$ cat config.mk
export PLATFORM = sky130hd
export DESIGN_NAME = mem_port_arbiter
export DESIGN_NICKNAME = d
export VERILOG_FILES = /design/src/rtl/mem_port_arbiter.sv
export SDC_FILE = /design/constraint.sdc
export NUM_CORES = 1
export LEC_CHECK = 0
export ABC_CLOCK_PERIOD_IN_PS = 1600
export BUFFER_PORTS_ARGS = -buffer_cell sky130_fd_sc_hd__buf_4
export CORE_MARGIN = 2
export CORE_UTILIZATION = 46
export CTS_CLUSTER_DIAMETER = 60
export DETAILED_ROUTE_END_ITERATION = 10
export PLACE_DENSITY = 0.79
export SYNTH_ARGS = -nofsm -noshare
export SYNTH_HDL_FRONTEND = slang
export SYNTH_SLANG_ARGS = --single-unit
export TNS_END_PERCENT = 100
$ cat constraint.sdc
create_clock -name clk -period 1.6 [get_ports clk]
set_input_delay 0.08 -clock clk [delete_from_list [all_inputs] [get_ports clk]]
set_output_delay 0.08 -clock clk [all_outputs]
set_load 0.005 [all_outputs]
$ cat src/rtl/mem_port_arbiter.sv
// Arbitrates one valid/ready memory port between instruction fetch and data access (data wins).
// Optional watchdog enabled by defining ARB_TIMEOUT_EN.
module mem_port_arbiter #(
   parameter int AW             = 32,
   parameter int DW             = 32,
   parameter int TIMEOUT_CYCLES = 255
) (
   input  logic            clk,
   input  logic            resetn,
   input  logic            if_req,
   input  logic [AW-1:0]   if_addr,
   output logic [DW-1:0]   if_rdata,
   output logic            if_ack,
   output logic            if_stall,
   input  logic            dm_req,
   input  logic            dm_we,
   input  logic [AW-1:0]   dm_addr,
   input  logic [DW-1:0]   dm_wdata,
   input  logic [DW/8-1:0] dm_wstrb,
   output logic [DW-1:0]   dm_rdata,
   output logic            dm_ack,
   output logic            dm_stall,
   input  logic            flush,
   output logic            mem_valid,
   input  logic            mem_ready,
   output logic [AW-1:0]   mem_addr,
   output logic            mem_we,
   output logic [DW-1:0]   mem_wdata,
   output logic [DW/8-1:0] mem_wstrb,
   input  logic [DW-1:0]   mem_rdata,
   output logic            timeout_err
);

   typedef enum logic [1:0] {IDLE, FETCH, DATA} state_t;

   state_t            state_q, state_d;
   logic              mem_valid_q, mem_valid_d;
   logic              mem_we_q, mem_we_d;
   logic [AW-1:0]     mem_addr_q, mem_addr_d;
   logic [DW-1:0]     mem_wdata_q, mem_wdata_d;
   logic [DW/8-1:0]   mem_wstrb_q, mem_wstrb_d;
   logic              if_ack_q, if_ack_d;
   logic              dm_ack_q, dm_ack_d;
   logic [DW-1:0]     if_rdata_q, if_rdata_d;
   logic [DW-1:0]     dm_rdata_q, dm_rdata_d;
   logic              discard_q, discard_d;
   logic              handshake;

   assign handshake = mem_valid_q & mem_ready;

   always_comb begin
      state_d     = state_q;
      mem_valid_d = mem_valid_q;
      mem_we_d    = mem_we_q;
      mem_addr_d  = mem_addr_q;
      mem_wdata_d = mem_wdata_q;
      mem_wstrb_d = mem_wstrb_q;
      if_rdata_d  = if_rdata_q;
      dm_rdata_d  = dm_rdata_q;
      discard_d   = discard_q;
      if_ack_d    = 1'b0;
      dm_ack_d    = 1'b0;
      case (state_q)
         IDLE: begin
            discard_d = 1'b0;
            // A port whose ack is on the wire this cycle is not re-granted.
            if (dm_req && !dm_ack_q) begin
               state_d     = DATA;
               mem_valid_d = 1'b1;
               mem_addr_d  = dm_addr;
               mem_we_d    = dm_we;
               mem_wdata_d = dm_wdata;
               mem_wstrb_d = dm_wstrb;
            end else if (if_req && !if_ack_q) begin
               state_d     = FETCH;
               mem_valid_d = 1'b1;
               mem_addr_d  = if_addr;
               mem_we_d    = 1'b0;
               mem_wstrb_d = '0;
            end
         end
         FETCH: begin
            if (flush) discard_d = 1'b1;
            if (handshake) begin
               state_d     = IDLE;
               mem_valid_d = 1'b0;
               if_rdata_d  = mem_rdata;
               if_ack_d    = ~(discard_q | flush);
               discard_d   = 1'b0;
            end
         end
         DATA: begin
            if (handshake) begin
               state_d     = IDLE;
               mem_valid_d = 1'b0;
               dm_rdata_d  = mem_rdata;
               dm_ack_d    = 1'b1;
            end
         end
         default: state_d = IDLE;
      endcase
   end

   always_ff @(posedge clk) begin
      if (!resetn) begin
         state_q     <= IDLE;
         mem_valid_q <= 1'b0;
         mem_we_q    <= 1'b0;
         mem_addr_q  <= '0;
         mem_wdata_q <= '0;
         mem_wstrb_q <= '0;
         if_rdata_q  <= '0;
         dm_rdata_q  <= '0;
         if_ack_q    <= 1'b0;
         dm_ack_q    <= 1'b0;
         discard_q   <= 1'b0;
      end else begin
         state_q     <= state_d;
         mem_valid_q <= mem_valid_d;
         mem_we_q    <= mem_we_d;
         mem_addr_q  <= mem_addr_d;
         mem_wdata_q <= mem_wdata_d;
         mem_wstrb_q <= mem_wstrb_d;
         if_rdata_q  <= if_rdata_d;
         dm_rdata_q  <= dm_rdata_d;
         if_ack_q    <= if_ack_d;
         dm_ack_q    <= dm_ack_d;
         discard_q   <= discard_d;
      end
   end

`ifdef ARB_TIMEOUT_EN
   localparam int CW = $clog2(TIMEOUT_CYCLES + 1);

   logic [CW-1:0] wdog_cnt_q, wdog_cnt_d;
   logic          timeout_err_q, timeout_err_d;

   // Counter saturates at the limit; the flag stays set until reset.
   always_comb begin
      wdog_cnt_d    = wdog_cnt_q;
      timeout_err_d = timeout_err_q;
      if (handshake) begin
         wdog_cnt_d = '0;
      end else if (mem_valid_q && wdog_cnt_q != CW'(TIMEOUT_CYCLES)) begin
         wdog_cnt_d = wdog_cnt_q + 1'b1;
         if (wdog_cnt_d == CW'(TIMEOUT_CYCLES)) timeout_err_d = 1'b1;
      end
   end

   always_ff @(posedge clk) begin
      if (!resetn) begin
         wdog_cnt_q    <= '0;
         timeout_err_q <= 1'b0;
      end else begin
         wdog_cnt_q    <= wdog_cnt_d;
         timeout_err_q <= timeout_err_d;
      end
   end

   assign timeout_err = timeout_err_q;
`else
   logic unused_timeout_cfg;
   assign unused_timeout_cfg = ^TIMEOUT_CYCLES;
   assign timeout_err        = 1'b0;
`endif

   assign mem_valid = mem_valid_q;
   assign mem_we    = mem_we_q;
   assign mem_addr  = mem_addr_q;
   assign mem_wdata = mem_wdata_q;
   assign mem_wstrb = mem_wstrb_q;
   assign if_rdata  = if_rdata_q;
   assign dm_rdata  = dm_rdata_q;
   assign if_ack    = if_ack_q;
   assign dm_ack    = dm_ack_q;
   assign if_stall  = if_req & ~if_ack_q;
   assign dm_stall  = dm_req & ~dm_ack_q;

endmodule

==> results of run 1 <==
==> area by class of cell <==
cell class | count | area, sq um
multi-input cells | 428 | 2430
flip-flops and latches | 139 | 2780
inverters | 4 | 15.0
clock inverters | 13 | 214
well taps | 143 | 179
repair buffers | 429 | 3670
clock buffers | 18 | 439
fillers | 556 | 1840
diodes | 1 | 2.50
==> report_power, final <==
group | switching, mW | total, mW | internal, mW | leakage (nW)
Sequential | 0.294 | 4.20 | 3.91 | 1.13
Combinational | 1.46 | 3.07 | 1.61 | 2.87
Clock | 1.51 | 4.33 | 2.82 | 0.313
==> through the flow <==
| stage | hold slack (ns) | cell area [sq um] | std cells | worst slack, ns | total power, mW |
|---|---|---|---|---|---|
| 2_1_floorplan | 0.157 | 5500 | 620 | 0.200 | 5.52 |
| 3_3_place_gp | 0.261 | 7730 | 1009 | 0.201 | 6.79 |
| 3_5_place_dp | 0.266 | 7730 | 1009 | 0.116 | 6.88 |
| 4_1_cts | 0.00743 | 9720 | 1173 | 0.0960 | 11.5 |
| 5_1_grt | 0.0920 | 9730 | 1175 | 0.00517 | 12.0 |
| 6_report | 0.0563 | 9730 | 1175 | 0.0920 | 11.6 |
==> kinds of logic (layout without fill, tap and decap cells) <==
| logic type | count (synthesis) | count (layout) | synth area share |
|---|---|---|---|
| adder cells (fa/ha/maj) | 4 | 4 | 0.00910 |
| flip-flops | 139 | 139 | 0.506 |
| other | 1 | 2 | 0.000682 |
| AO/OA/AOI/OAI | 147 | 147 | 0.198 |
| AND/OR/NAND/NOR | 243 | 243 | 0.173 |
| buffers and inverters | 53 | 464 | 0.0530 |
| multiplexers | 33 | 33 | 0.0601 |
==> registers in the layout, summed over array words and instances, names as in the netlist <==
register,count
mem_wdata,32
discard_q,1
mem_wstrb,4
if_ack,1
dm_rdata,32
if_rdata,32
state_q,2
mem_addr,32
dm_ack,1
mem_we,1
mem_valid,1
==> final timing paths <==
kind / depth (start not counted) / startpoint / slack (ns) / to
max: 4 / dm_ack / 0.09 / mem_addr[8]
min: 3 / if_addr[2] / 0.06 / mem_addr[2]
max reg2reg: 4 / dm_ack / 0.09 / mem_addr[8]
min reg2reg: 1 / discard_q / 0.43 / if_ack
==> per-layer routing <==
metal,share of wire,track usage,wire (um)
met3,0.081,0.0948,1690
met4,0.051,0.188,1070
met5,0,0,0
met2,0.51,0.554,10500
met1,0.36,0.329,7510
==> critical path: stages (launching register included) <==
cell      delay (ns)
dfxtp_1         0.36
nand2b_2        0.26
buf_4           0.30
mux2i_1         0.31
o22ai_1         0.15
==> timing repair <==
action / 4_1_cts / 5_1_grt
endpoints found under the hold margin: 134 / 0
resized for setup: 0 / 2
setup endpoints to repair: 0 / 9
buffers inserted: 0 / 1
hold buffers: 133 / 0
==> placed cells by master, fill, tap and decap left out, types with 2 or more instances in the layout <==
cell / n
a21boi_0: 27
a21boi_1: 70
a21oi_1: 5
a32o_1: 5
and3_1: 3
buf_12: 9
buf_4: 287
bufinv_16: 5
clkbuf_16: 17
clkinv_4: 2
clkinvlp_4: 2
dfxtp_1: 139
dlygate4sd3_1: 133
ha_1: 3
inv_1: 2
inv_2: 2
inv_6: 3
mux2i_1: 33
nand2_1: 228
nand2b_1: 2
nand3_1: 2
o22ai_1: 32
==> reports/summary.txt, run 1 <==
Row cnt = 39
Critical Path RT = 1.88 ns
Count of flip-flops with a built-in enable after synthesis = 0
CTS Buf Count = 17
Synthesis-to-finish area growth = 76.9%
Syn nets = 763
Commonest cells post-synth = nand2_1 (228), dfxtp_1 (139), a21boi_1 (69)
Synth area leaders = dfxtp_1 (51%), nand2_1 (16%), a21boi_1 (9.4%)
Final routed DRC violation total = 0
Fin crit period = 1.51 ns
HPWL after DPL = 11800 um
Top FF cell, synth = dfxtp_1
GRT Resource Usage Total = 0.314
Clock skew = 0.0102 ns
Die Wd = 113 um
Yosys Warn Count = 0
Sequential area share after synthesis = 0.506
Share of cells above drive strength 1 = 0.325
Fin. max-slew vios = 0
Vias in the first global route = 6454
DR vias = 6234
CTS Root Cell = clkbuf_16
Synth cell types = 35
Nets = 1162
DR pass1 iterations = 5
Boundary Pins = 278
Routed len/inst = 17.7 um
Initial DRC Count = 497
Pin count of the biggest net entering global routing = 41
Synth Cell Area = 5500 sq um
Clock latency on the worst-skew pair = 0.41 ns
Synth top area share = 0.506
Setup crit start kind = flop
Leakage power = 4.32 nW
Post-synthesis async set-or-reset flop share = 0
Crit share post-route = 0.942
First-pass GRT wire length = 31700 um
Total grt overflow = 0
Leading area contributor after synthesis = dfxtp_1
RSZ-0062 raised after global routing = false
Sink Count = 139
Initial core utilization = 0.476
Worst IR Drop VDD = 0.000785 V
Highest clock rate = 663 MHz
Clock slew at reported path FFs = 0.06 ns
Yosys reg bits = 139
Initial antenna violation count = 1
Syn Inst Count = 620
Port buffer count = 276
WS Path Type = flop to flop
Outcome = completed
Final setup fails = 0
Avg Inst Size Synth = 8.87 sq um
CP arrival = 1.79 ns
Util after Layout = 0.841
Pwr dens = 1190 nW/um^2
HP Class = input pin to flop
Fin Setup TNS = 0 ns
H-tree levels = 4
Crit Path Max Fanout = 14
Core footprint = 11600 sq um
Vias per cell = 5.31
Nature of the critical path endpoint = flop
Post-DRT Antenna Nets = 0
Placer Congestion = 0.862
Max-cap violations = 0
Most common cell in the netlist = nand2_1
Final Hold Violating Endpoints = 0
Die footprint = 12800 sq um
Max Root-Sink Buffers = 2
Final wirelength = 20700 um
CTS tree = built
Die height = 113 um
(Power assumes the default switching activity.)
==> inputs of run 2 (changes only) <==
==> config.mk (replaced) <==
export PLATFORM = sky130hd
export DESIGN_NAME = mem_port_arbiter
export DESIGN_NICKNAME = d
export VERILOG_FILES = /design/src/rtl/mem_port_arbiter.sv
export SDC_FILE = /design/constraint.sdc
export NUM_CORES = 1
export LEC_CHECK = 0
export ABC_CLOCK_PERIOD_IN_PS = 1900
export BUFFER_PORTS_ARGS = -buffer_cell sky130_fd_sc_hd__buf_4
export CORE_MARGIN = 4
export CORE_UTILIZATION = 49
export CTS_CLUSTER_DIAMETER = 60
export DETAILED_ROUTE_END_ITERATION = 10
export PLACE_DENSITY = 0.83
export SYNTH_ARGS = -nofsm -noshare
export SYNTH_HDL_FRONTEND = slang
export SYNTH_SLANG_ARGS = --single-unit
export TNS_END_PERCENT = 100
==> constraint.sdc (replaced) <==
create_clock -name clk -period 1.9 [get_ports clk]
set_input_delay 0.095 -clock clk [delete_from_list [all_inputs] [get_ports clk]]
set_output_delay 0.095 -clock clk [all_outputs]
set_load 0.005 [all_outputs]
==> reports/summary.txt, run 2 (same netlist as run 1, synthesis figures left out) <==
Placed Area = 7590 sq um
Fin Setup TNS = -0.0110 ns
Initial core utilization = 0.503
Final wirelength = 23000 um
Worst-Margin Slew = 0.822 ns
Port buffer count = 276
Final Hold Slack = 0.0235 ns
Grt met1 use = 0.345
Sink Count = 139
Total grt overflow = 0
Outcome = complete, but fails checks
Boundary Pins = 278
Fillers = 451
Worst IR Drop VDD = 0.000681 V
Vias per cell = 5.50
Post-DRT Antenna Nets = 0
Placer Congestion = 0.807
CP arrival = 2.16 ns
CTS tree = built
Core footprint = 10900 sq um
DR pass1 iterations = 5
Max-cap violations = 0
Leakage power = 4.28 nW
Final setup fails = 1
Clock skew = 0.0150 ns
Nature of the critical path endpoint = flop
DR vias = 6383
Clock slew at reported path FFs = 0.06 ns
Nets = 1152
Initial antenna violation count = 0
Fin. max-slew vios = 0
CTS Root Cell = clkbuf_16
Final routed DRC violation total = 0
HPWL after DPL = 12400 um
Fin crit period = 1.91 ns
Hold path start = dm_addr[13]
Routed len/inst = 19.8 um
H-tree levels = 4
Grt met3 use = 0.0955
Highest clock rate = 523 MHz
Slew margin rel. = 0.451
Final worst slack = -0.0110 ns
Row cnt = 38
Die height = 114 um
Critical Path RT = 2.15 ns
Max Root-Sink Buffers = 2
Power Total = 9.90 mW
Die Wd = 114 um
CTS Buf Count = 17
FF-to-FF Start = dm_ack
Crit share post-route = 1.01
Final Hold Violating Endpoints = 0
WS Path Type = flop to flop
Clock latency on the worst-skew pair = 0.42 ns
Worst setup path startpoint = dm_ack
GRT Resource Usage Total = 0.329
Ant diodes = 0
Share of cells above drive strength 1 = 0.323
First-pass GRT wire length = 33600 um
Vias in the first global route = 6581
Synthesis-to-finish area growth = 74.7%
Util after Layout = 0.879
HP Class = input pin to flop
Crit Path Max Fanout = 17
Setup crit start kind = flop
GR Util met2 = 0.582
Busiest layer in global routing = met2
Pin count of the biggest net entering global routing = 42
Final Cell Area = 9610 sq um
Initial DRC Count = 526
Post-CTS setup buffers = 0
Die footprint = 13000 sq um
Commonest cells after routing, fill and taps aside = buf_4 (285), nand2_1 (228), dfxtp_1 (139), dlygate4sd3_1 (128), a21boi_1 (69)
Failing checks = negative setup slack
Pwr dens = 1030 nW/um^2
Commonest non-fill, non-tap cell in the layout = buf_4
-- run 2: critical path: stages, from the launching register on --
cell and delay (ns):
dfxtp_1 0.37, nand2b_4 0.22, clkbuf_16 0.23, mux2i_1 0.21, dlygate4sd3_1 0.59, o22ai_1 0.12
-- run 2: stage by stage --
stage | cells | setup slack [ns]
floorplan | 620 | 0.500
global placement | 999 | 0.141
detailed placement | 999 | 0.00156
CTS | 1156 | 0.0742
global route | 1161 | -0.0719
finish | 1161 | -0.0110
-- run 2: final cells by class --
cell class / instances / area, sq um / area share
Sequential cell: 139 / 2780 / 0.290
Clock inverter: 14 / 243 / 0.0253
Multi-Input combinational cell: 429 / 2450 / 0.255
Clock buffer: 17 / 425 / 0.0443
Tap cell: 140 / 175 / 0.0182
Inverter: 4 / 15.0 / 0.00156
Timing Repair Buffer: 418 / 3520 / 0.366
-- run 2: repair_timing --
| action | 4_1_cts | 5_1_grt |
|---|---|---|
| pin swaps | 0 | 1 |
| hold endpoints to repair | 130 | 1 |
| gates cloned | 0 | 3 |
| hold buffers | 126 | 2 |
| setup endpoints to repair | 3 | 34 |
| resized for setup | 1 | 2 |
-- run 2: power by group --
part           internal [mW]  total (mW)  switching [mW]  leakage (nW)
Combinational           1.25        2.53            1.28          2.82
Clock                   2.47        3.80            1.33         0.328
Sequential              3.29        3.57           0.279          1.13
Total                   7.01        9.90            2.89          4.28
-- run 2: worst paths after layout --
check,to,slack (ns),depth (start not counted)
worst max-delay path,mem_addr[2],-0.01,5
worst min-delay path,mem_addr[13],0.02,3
worst max register to register,mem_addr[2],-0.01,5
worst min register to register,mem_wdata[28],0.45,2
-- run 2: layer usage --
metal / vias to the layer above / routed length, um
li1: 2851 / -
met1: 3002 / 8010
met2: 423 / 11900
met3: 107 / 2010
met4: 0 / 1170
met5: - / 0
==> inputs of run 3 (changes only) <==
--- a/config.mk
+++ b/config.mk
@@ -7,11 +7,13 @@
 export LEC_CHECK = 0
 export ABC_CLOCK_PERIOD_IN_PS = 1900
 export BUFFER_PORTS_ARGS = -buffer_cell sky130_fd_sc_hd__buf_4
+export CELL_PAD_IN_SITES_DETAIL_PLACEMENT = 0
+export CELL_PAD_IN_SITES_GLOBAL_PLACEMENT = 1
 export CORE_MARGIN = 4
-export CORE_UTILIZATION = 49
+export CORE_UTILIZATION = 35
 export CTS_CLUSTER_DIAMETER = 60
 export DETAILED_ROUTE_END_ITERATION = 10
-export PLACE_DENSITY = 0.83
+export PLACE_DENSITY = 0.84
 export SYNTH_ARGS = -nofsm -noshare
 export SYNTH_HDL_FRONTEND = slang
 export SYNTH_SLANG_ARGS = --single-unit
==> reports/summary.txt, run 3 (same netlist as run 1, synthesis figures left out) <==
Outcome = completed
Worst IR Drop VDD = 0.000615 V
Clk network pwr share = 0.360
Sw frac = 0.280
Depth of the most critical reg-to-reg path = 5
Final routed DRC violation total = 0
Worst Setup Slack post-DPL = 0.234 ns
Pwr dens = 955 nW/um^2
Final wirelength = 18500 um
Crit share post-route = 0.949
Register area = 2780 sq um
Psw = 2.59 mW
Leakage power = 4.26 nW
Die height = 133 um
GRT Resource Usage Total = 0.202
DR vias = 5680
HP Class = input pin to flop
CTS Root Cell = clkbuf_16
Final Cell Area = 9680 sq um
Crit Path Max Fanout = 18
Port buffer count = 276
Fin. max-slew vios = 0
Max Root-Sink Buffers = 2
Sink Count = 139
Fin crit period = 1.80 ns
Row cnt = 45
Initial DRC Count = 247
Commonest cells after routing, fill and taps aside = buf_4 (285), nand2_1 (228), dfxtp_1 (139), dlygate4sd3_1 (132), a21boi_1 (69)
H-tree levels = 4
Final Hold Slack = 0.0296 ns
Final Hold Violating Endpoints = 0
Cells after DPL = 1072
Clock skew = 0.00805 ns
Final worst slack = 0.0960 ns
Vias per cell = 4.59
WS Path Type = flop to flop
Commonest non-fill, non-tap cell in the layout = buf_4
Routed len/inst = 15.0 um
Fillers = 1324
Max-cap violations = 0
Worst-Margin Slew = 0.875 ns
Hold Crit Depth = 3
HPWL after DPL = 12200 um
Hold path endpoint = mem_addr[0]
Area occupied by multi-input gates = 2440 sq um
Initial antenna violation count = 0
Synthesis-to-finish area growth = 75.9%
Nature of the critical path endpoint = flop
Internal Dissipation = 6.65 mW
CTS tree = built
CTS Buf Count = 17
Die footprint = 17800 sq um
Boundary Pins = 278
Total grt overflow = 0
Post-CTS setup buffers = 0
Clock latency on the worst-skew pair = 0.41 ns
Clock slew at reported path FFs = 0.06 ns
Highest clock rate = 554 MHz
Vias in the first global route = 5684
FF-to-FF End = mem_addr[19]
Die Wd = 133 um
Fin Setup TNS = 0 ns
Final setup fails = 0
Flop pwr share = 0.380
CP arrival = 2.06 ns
Combinational share of power = 0.261
Power Total = 9.24 mW
Ant diodes = 0
R2r setup slk = 0.1 ns
Share of cells above drive strength 1 = 0.322
Placed Area = 7730 sq um
Setup crit start kind = flop
Pin count of the biggest net entering global routing = 68
First-pass GRT wire length = 29000 um
Critical Path RT = 2.16 ns
RSZ-0062 raised after global routing = false
Post-DRT Antenna Nets = 0
Slew margin rel. = 0.414
Util after Layout = 0.632
Layout Cells excl Fill = 1237
Hold path start = if_addr[0]
Nets = 1156
DR pass1 iterations = 5
Core footprint = 15300 sq um
Placer Congestion = 0.757
FF-to-FF Start = dm_ack
Initial core utilization = 0.359
==> run 3: worst max-delay path by stage <==
stage	start	to	slack [ns]	cells past startpoint
floorplan	state_q[0]	state_q[1]	0.50	7
global placement	dm_ack	mem_addr[30]	0.27	4
detailed placement	dm_ack	mem_addr[30]	0.23	4
CTS	dm_ack	mem_addr[28]	0.08	5
global route	dm_ack	mem_addr[19]	0.006	5
finish	dm_ack	mem_addr[19]	0.1	5
==> run 3: repair_timing <==
| item | CTS | global route |
|---|---|---|
| resized for setup | 0 | 2 |
| hold endpoints to repair | 133 | 0 |
| hold buffers | 132 | 0 |
| endpoints found under the setup margin | 0 | 14 |
==> run 3: critical path: stages (launching register included) <==
cell and delay [ns]:
dfxtp_1 0.36, nand2b_4 0.18, buf_12 0.19, mux2i_2 0.24
dlygate4sd3_1 0.60, o22ai_1 0.08
==> run 3: power by group through the flow <==
stage / Sequential [mW] / Combinational, mW / Clock [mW]
final: 3.51 / 2.41 / 3.32
after global routing: 3.56 / 2.64 / 3.52
after CTS: 3.51 / 2.41 / 3.40
after detailed placement: 3.57 / 2.16 / 0
after global placement: 3.54 / 2.16 / 0
after floorplan: 3.58 / 1.07 / 0
==> run 3: routing by layer <==
| metal | track usage | share of wire | up-vias |
|---|---|---|---|
| met5 | 0 | 0 | - |
| met2 | 0.351 | 0.50 | 212 |
| met4 | 0.0663 | 0.017 | 0 |
| met3 | 0.0650 | 0.075 | 26 |
| met1 | 0.237 | 0.41 | 2591 |
| li1 | - | - | 2851 |
==> run 3: cell type report <==
type                       instances  share of cell area
tap                              211              0.0273
clock buffer                      19              0.0458
clock inverter                    13              0.0154
multi-input combinational        428               0.252
timing repair buffer             423               0.371
inverter                           4             0.00155
sequential                       139               0.288
